`src/rtl/wolfram_ca_engine.sv`:
```
// Elementary (radius-1) cellular-automaton engine. It applies a run-time loadable
// 8-bit Wolfram rule to WIDTH cells and advances one generation per clock while in RUN.
module wolfram_ca_engine #(
    parameter int          WIDTH        = 16,
    parameter int          CNT_W        = 8,
    parameter logic [7:0]  DEFAULT_RULE = 8'h91
) (
    input  logic             clk,
    input  logic             reset,
    input  logic [7:0]       rule_in,
    input  logic             rule_we,
    input  logic [WIDTH-1:0] seed,
    input  logic             wrap_mode,
    input  logic [CNT_W-1:0] gens,
    input  logic             start,
    output logic             busy,
    output logic             done,
    output logic [WIDTH-1:0] state_out,
    output logic [CNT_W-1:0] gen_count,
    output logic [7:0]       rule_out
);

    typedef enum logic [1:0] {
        IDLE = 2'd0,
        RUN  = 2'd1,
        DONE = 2'd2
    } fsm_e;

    fsm_e             state_q;
    logic [7:0]       rule_q;
    logic [WIDTH-1:0] row_q;
    logic [WIDTH-1:0] row_d;
    logic [CNT_W-1:0] cnt_q;
    logic [CNT_W-1:0] cnt_d;
    logic [CNT_W-1:0] gens_q;
    logic             wrap_q;
    logic             busy_q;
    logic             done_q;

    // Row padded with both boundary cells: ext[j] holds cell[j-1], so ext[0] is
    // cell[-1] and ext[WIDTH+1] is cell[WIDTH].
    logic [WIDTH+1:0] ext;

    // NOTE: every combinational output gets a default before the loop so no latch is inferred.
    always_comb begin
        ext   = {(wrap_q ? row_q[0] : 1'b0), row_q, (wrap_q ? row_q[WIDTH-1] : 1'b0)};
        row_d = '0;
        for (int i = 0; i < WIDTH; i++) begin
            row_d[i] = rule_q[ext[i +: 3]];
        end
        cnt_d = cnt_q + CNT_W'(1);
    end

    // NOTE: sequential state uses non-blocking assignments only, so every register
    // samples the pre-edge values and all cells update simultaneously.
    always_ff @(posedge clk) begin
        if (reset) begin
            state_q <= IDLE;
            rule_q  <= DEFAULT_RULE;
            row_q   <= '0;
            cnt_q   <= '0;
            gens_q  <= '0;
            wrap_q  <= 1'b0;
            busy_q  <= 1'b0;
            done_q  <= 1'b0;
        end else begin
            case (state_q)
                IDLE: begin
                    // A rule write in the start cycle lands at the same edge, ahead of generation 1.
                    if (rule_we) begin
                        rule_q <= rule_in;
                    end
                    if (start) begin
                        row_q  <= seed;
                        cnt_q  <= '0;
                        gens_q <= gens;
                        wrap_q <= wrap_mode;
                        if (gens == '0) begin
                            state_q <= DONE;
                            done_q  <= 1'b1;
                        end else begin
                            state_q <= RUN;
                            busy_q  <= 1'b1;
                        end
                    end
                end
                RUN: begin
                    row_q <= row_d;
                    cnt_q <= cnt_d;
                    if (cnt_d == gens_q) begin
                        state_q <= DONE;
                        busy_q  <= 1'b0;
                        done_q  <= 1'b1;
                    end
                end
                DONE: begin
                    state_q <= IDLE;
                    done_q  <= 1'b0;
                end
                default: begin
                    state_q <= IDLE;
                    busy_q  <= 1'b0;
                    done_q  <= 1'b0;
                end
            endcase
        end
    end

    assign busy      = busy_q;
    assign done      = done_q;
    assign state_out = row_q;
    assign gen_count = cnt_q;
    assign rule_out  = rule_q;

endmodule
```
`config.mk`:
```
export PLATFORM = sky130hd
export DESIGN_NAME = wolfram_ca_engine
export DESIGN_NICKNAME = d
export VERILOG_FILES = /design/src/rtl/wolfram_ca_engine.sv
export SDC_FILE = /design/constraint.sdc
export NUM_CORES = 1
export LEC_CHECK = 0
export CORE_MARGIN = 2
export CORE_UTILIZATION = 35
export CTS_CLUSTER_DIAMETER = 120
export DETAILED_ROUTE_END_ITERATION = 16
export GPL_TIMING_DRIVEN = 1
export PLACE_DENSITY_LB_ADDON = 0.05
export SLEW_MARGIN = 15
export SYNTH_ARGS = -nofsm -noshare
export SYNTH_HDL_FRONTEND = slang
export SYNTH_SLANG_ARGS = --single-unit
```
`constraint.sdc`:
```
create_clock -name clk -period 5.8 [get_ports clk]
set_clock_uncertainty 0.15 [all_clocks]
set_input_delay 1.45 -clock clk [delete_from_list [all_inputs] [get_ports clk]]
set_output_delay 1.45 -clock clk [all_outputs]
set_load 0.02 [all_outputs]
```
==> results of run 1 <==
## sequential cells by signal, indices dropped and copies added (netlist names)
register	flops
state_out	16
gen_count	8
gens_q	8
rule_out	8
state_q	2
busy	1
done	1
wrap_q	1
## area by class of cell
type                       count  area [um2]  share of cell area, %
inverter                       2        7.51                  0.196
sequential                    45         901                   23.5
clock inverter                 2        16.3                  0.425
tap                          105         131                   3.43
timing repair buffer          72         716                   18.7
multi-input combinational    249        1970                   51.5
clock buffer                   6        82.6                   2.16
## cells in the final DEF (no fill, tap or decap), types with 2 or more instances in the layout
cell type	Yosys	routed
a21oi_1	33	33
buf_4	0	2
and3_2	2	2
dfxtp_1	45	45
clkbuf_8	0	6
a311oi_1	3	3
or4_1	3	3
o21ai_0	5	5
nor2_1	50	49
a22oi_1	3	3
mux4_2	32	32
a211oi_1	16	16
mux2i_1	13	13
xnor2_1	7	7
or2_2	2	2
clkdlybuf4s50_1	0	70
nor4_1	2	2
nor3_1	5	5
and2_1	2	2
o32ai_1	2	2
xor2_1	4	4
nand3b_1	4	4
nand2_1	43	43
## how the worst max path moves through the flow
stage | endpoint | slack (ns) | depth (start not counted)
3_5_place_dp | done | 2.22 | 6
6_report | rule_out[7] | 2.41 | 1
4_1_cts | rule_out[6] | 2.39 | 1
2_1_floorplan | done | 2.90 | 5
5_1_grt | rule_out[4] | 2.33 | 1
3_3_place_gp | done | 2.26 | 6
## power by group
group          switching (mW)  total [mW]  leakage, nW  internal (mW)
sequential              0.206       0.592        0.371          0.386
combinational           0.396       0.900        0.871          0.504
clock                   0.122       0.220       0.0478         0.0984
total                   0.725        1.71         1.29          0.988
## logic make-up (layout without fill, tap and decap cells)
logic type | count (synthesis) | in the layout
AO/OA/AOI/OAI | 71 | 71
XOR/XNOR | 11 | 11
adder cells (fa/ha/maj) | 1 | 1
buffers and inverters | 42 | 82
flip-flops | 45 | 45
multiplexers | 46 | 46
AND/OR/NAND/NOR | 120 | 120
## cells in the mapped netlist (2+ instances only)
master / count
nor3_1: 5
mux2i_1: 13
xnor2_1: 7
a21oi_1: 33
and2_1: 2
or4_1: 3
or2_2: 2
a211oi_1: 16
and3_2: 2
o21ai_0: 5
a22oi_1: 3
nand3b_1: 4
nand2_1: 43
dfxtp_1: 45
xor2_1: 4
a311oi_1: 3
mux4_2: 32
o32ai_1: 2
nor4_1: 2
clkbuf_1: 39
nor2_1: 50
## metrics by stage
step                      std cells  hold WS [ns]  setup slack (ns)  total power [mW]
after floorplan                 336         0.298              2.90              1.23
after global placement          473         0.312              2.26              1.49
after detailed placement        473         0.315              2.22              1.50
after CTS                       481         0.330              2.39              1.73
after global routing            481         0.348              2.33              1.84
final                           481         0.327              2.41              1.71
## metal layers
| metal | vias up | track usage, % | share of wire [%] |
|---|---|---|---|
| li1 | 1307 | - | - |
| met1 | 1292 | 27.0 | 50 |
| met2 | 81 | 27.5 | 43 |
| met3 | 5 | 3.67 | 5.8 |
| met4 | 0 | 3.90 | 0.79 |
| met5 | - | 0 | 0 |
==> reports/qor.yml, run 1 <==
clock_path_buffers: 2
status: "finished clean"
worst_slew_pin_slew_ns: 1.12
hpwl_mm: 5.48
numCtsBuffers: 5
holdPathEnd: "gens_q[6]"
die_height_um: 97.1
synth.top_cell.area_share_pct: 29.7
leakage_nw: 1.29
drc_errors: 0
timing.final.crit_period_ns: 3.39
synth_top_family_by_area: "multiplexers"
path_delay_family: "flip-flops"
reg2regPathDepth: 6
finalCritPeriodShare_pct: 58.5
post_cts_buffers: 0
synthTopCellsByArea: "dfxtp_1 (30%), mux4_2 (24%), nor2_1 (6.2%)"
vias: 2685
rows: 33
grt_pass1_wl_mm: 14.0
ys.flop_type: "dfxtp_1"
synth_area_um2: 3040
drtPass1Iterations: 4
hold_depth: 2
clk_pin_slew_worst_paths_ns: 0.09
crit_type: "flop to output pin"
port_buffers: 70
timing.fmax_mhz: 295
synth_cell_types: 42
yosys.area_share.simple_pct: 17.7
rsz0062_at_grt: "false"
clock_latency_ns: 0.32
async_reset_ff_share_pct: 0
yosys_register_bits: 45
synth_nets: 374
startpoint_type: "flop"
cp_max_fo: 18
grt_pass1_vias: 2613
synthesis.area_per_instance_um2: 9.03
gp_congestion: 0.782
slowest_stage: "dfxtp_1"
cts_tree: "done"
maxSlewViolCount: 0
die_area_um2: 9430
drive_above_1_share_pct: 13.8
seq_area_frac_synth_pct: 29.7
antenna_cells: 0
cts_hold_buf: 0
rrSetupSlack_ns: 3.16
root_buffer: "clkbuf_8"
hold_class: "flop to flop"
r2r_end: "state_q[1]"
vias_per_cell: 5.58
synth_top_area_cell: "dfxtp_1"
synth-compound-area-share_pct: 15.2
worst_setup_path_end_kind: "output pin"
finalHoldViolCount: 0
dpl-instance-area_um2: 3730
nNetsFinal: 413
cts.sinks: 45
synthCells: 336
hp-start: "gens_q[6]"
cp.arrival_ns: 1.79
fill_cells: 819
grt_max_degree: 48
cp_cell_sequence: "clkdlybuf4s50_1"
cts_resized: 0
synth_xor_area_share_pct: 3.17
power.density_nw_per_um2: 448
ant_nets: 0
antenna_found_initial: 0
crit_start: "rule_out[7]"
post_drt_wl_per_cell_um: 17.7
synth_mux_area_share_pct: 28.4
cts_htree_levels: 2
drt-total-wl_mm: 8.52
utilization_pct: 46.1
io_pins: 71
setup_tns_ns: 0
r2r_start: "gen_count[0]"
ir_drop_mv: 0.161
yosys.area_share.adder_pct: 0.412
yosysWarnings: 0
drt-initial-drc-count: 210
relSlewSlack_pct: 25.4
area_growth_pct: 26.1
grt_usage_pct: 18.2
initial_core_util_pct: 36.6
die_w_um: 97.1
setup_viol: 0
core_um2: 8300
synth_edf_count: 0
maxCapViolations: 0
grt_overflow: 0
critPathBufInv: 1
required_ns: 4.20
design_area_um2: 3830
slowest_delay_ns: 0.75
No activity file was read; power rests on OpenSTA's default activity.
==> inputs of run 2 (changes only) <==
Clock period 5.8 ns to 3.5 ns, I/O delays scaled along.
==> reports/qor.yml, run 2 (synthesized netlist as in run 1, its figures left out) <==
status: "finished clean"
utilization_pct: 46.9
die_w_um: 97.1
drt-initial-drc-count: 162
multi_input_area_um2: 1970
cts_htree_levels: 2
critPathBufInv: 1
finalHoldViolCount: 0
maxSlewViolCount: 0
grt_overflow: 0
grt_usage_pct: 18.7
root_buffer: "clkbuf_8"
cp_max_fo: 18
hp-start: "gens_q[5]"
internal_power_mw: 1.71
post_cts_buffers: 0
hpwl_mm: 5.97
maxCapViolations: 0
ant_nets: 0
port_buffers: 70
core_um2: 8300
relSlewSlack_pct: 33.0
timing.fmax_mhz: 355
drtPass1Iterations: 4
rrSetupSlack_ns: 0.89
comb_power_share_pct: 53.1
worst_slew_pin_slew_ns: 1.01
fill_cells: 834
crit_type: "flop to output pin"
drive_above_1_share_pct: 15.4
post_drt_wl_per_cell_um: 17.5
reg2regPathDepth: 6
startpoint_type: "flop"
r2r_start: "gen_count[0]"
rsz0062_at_grt: "false"
pwr-share-clk_pct: 14.7
cp.arrival_ns: 1.80
nNetsFinal: 420
r2r_end: "state_q[1]"
gp_congestion: 0.778
drt-total-wl_mm: 8.56
clock_latency_ns: 0.31
layout_commonest_cell: "clkdlybuf4s50_1"
initial_core_util_pct: 36.6
leakage_nw: 1.33
mostFrequentLayoutCells: "clkdlybuf4s50_1 (70), nor2_1 (49), dfxtp_1 (45)"
io_pins: 71
timing.final.crit_period_ns: 2.82
grt_max_degree: 31
required_ns: 2.47
antenna_cells: 0
cts.sinks: 45
slowest_stage: "dfxtp_1"
total_power_mw: 2.93
numCtsBuffers: 5
clock_path_buffers: 2
setup_viol: 0
rows: 33
grt_pass1_vias: 2585
finalCritPeriodShare_pct: 80.6
hold_class: "flop to flop"
antenna_found_initial: 0
area_growth_pct: 28.4
path_delay_family: "flip-flops"
seqCellArea_um2: 901
die_height_um: 97.1
setup_tns_ns: 0
drc_errors: 0
seqPwrFrac_pct: 32.2
power.density_nw_per_um2: 751
cts_hold_buf: 0
hold_depth: 2
slowest_delay_ns: 0.75
ir_drop_mv: 0.272
switching_share_pct: 41.5
cp_cell_sequence: "clkdlybuf4s50_1"
vias_per_cell: 5.64
cts_tree: "done"
clk_pin_slew_worst_paths_ns: 0.11
vias: 2750
p_sw_mw: 1.21
die_area_um2: 9430
grt_pass1_wl_mm: 14.3
holdPathEnd: "gens_q[5]"
cts_resized: 0
largest_register_ffs: 16
worst_setup_path_end_kind: "output pin"
==> run 2: changes by cell type in the layout (fill, tap and decap cells not counted), sizes merged <==
| cell | before | now |
|---|---|---|
| buf | 2 | 9 |
| bufinv | 0 | 1 |
| clkbuf | 6 | 5 |
| clkinvlp | 1 | 0 |
| inv | 2 | 3 |
==> run 2: layout make-up <==
cell class | count | share of cell area [%]
clock buffers | 5 | 1.77
clock inverters | 3 | 1.22
inverters | 2 | 0.193
multi-input cells | 249 | 50.6
flip-flops and latches | 45 | 23.1
well taps | 105 | 3.37
repair buffers | 79 | 19.7
==> run 2: per-stage QoR <==
step | worst slack, ns | instances | area, um2 | hold WS [ns]
5_1_grt | 0.598 | 488 | 3900 | 0.362
3_3_place_gp | 0.674 | 480 | 3780 | 0.312
3_5_place_dp | 0.608 | 480 | 3780 | 0.312
2_1_floorplan | 1.06 | 336 | 3040 | 0.298
6_report | 0.679 | 488 | 3900 | 0.326
4_1_cts | 0.699 | 488 | 3900 | 0.328
==> run 2: worst register-to-register path: stages, from the launching register on <==
cell	delay, ns
dfxtp_1	0.52
ha_1	0.33
nand3b_1	0.12
a221oi_2	0.27
o32ai_1	0.16
or4_1	0.61
a2111oi_2	0.36
==> run 2: worst max-delay path by stage <==
stage / start / endpoint / cells past startpoint
after floorplan: gen_count[0] / state_q[1] / 6
after global placement: gens[4] / done / 6
after detailed placement: gens[4] / done / 6
after CTS: rule_out[2] / rule_out[2] / 1
after global routing: rule_out[2] / rule_out[2] / 1
final: rule_out[6] / rule_out[6] / 1
==> run 2: power by group through the flow <==
stage,registers [mW],clock network [mW],logic (mW)
after floorplan,0.872,0,1.17
after global placement,0.949,0,1.55
after detailed placement,0.955,0,1.57
after CTS,0.944,0.439,1.57
after global routing,0.985,0.456,1.71
final,0.943,0.430,1.55
==> run 2: metal layers <==
layer  GRT usage, %  routed length [um]  up-vias
li1               -                   -     1325
met1           30.4                4520     1342
met2           25.4                3440       76
met3           4.03                 539        7
met4           3.25                  58        0
met5              0                   0        -
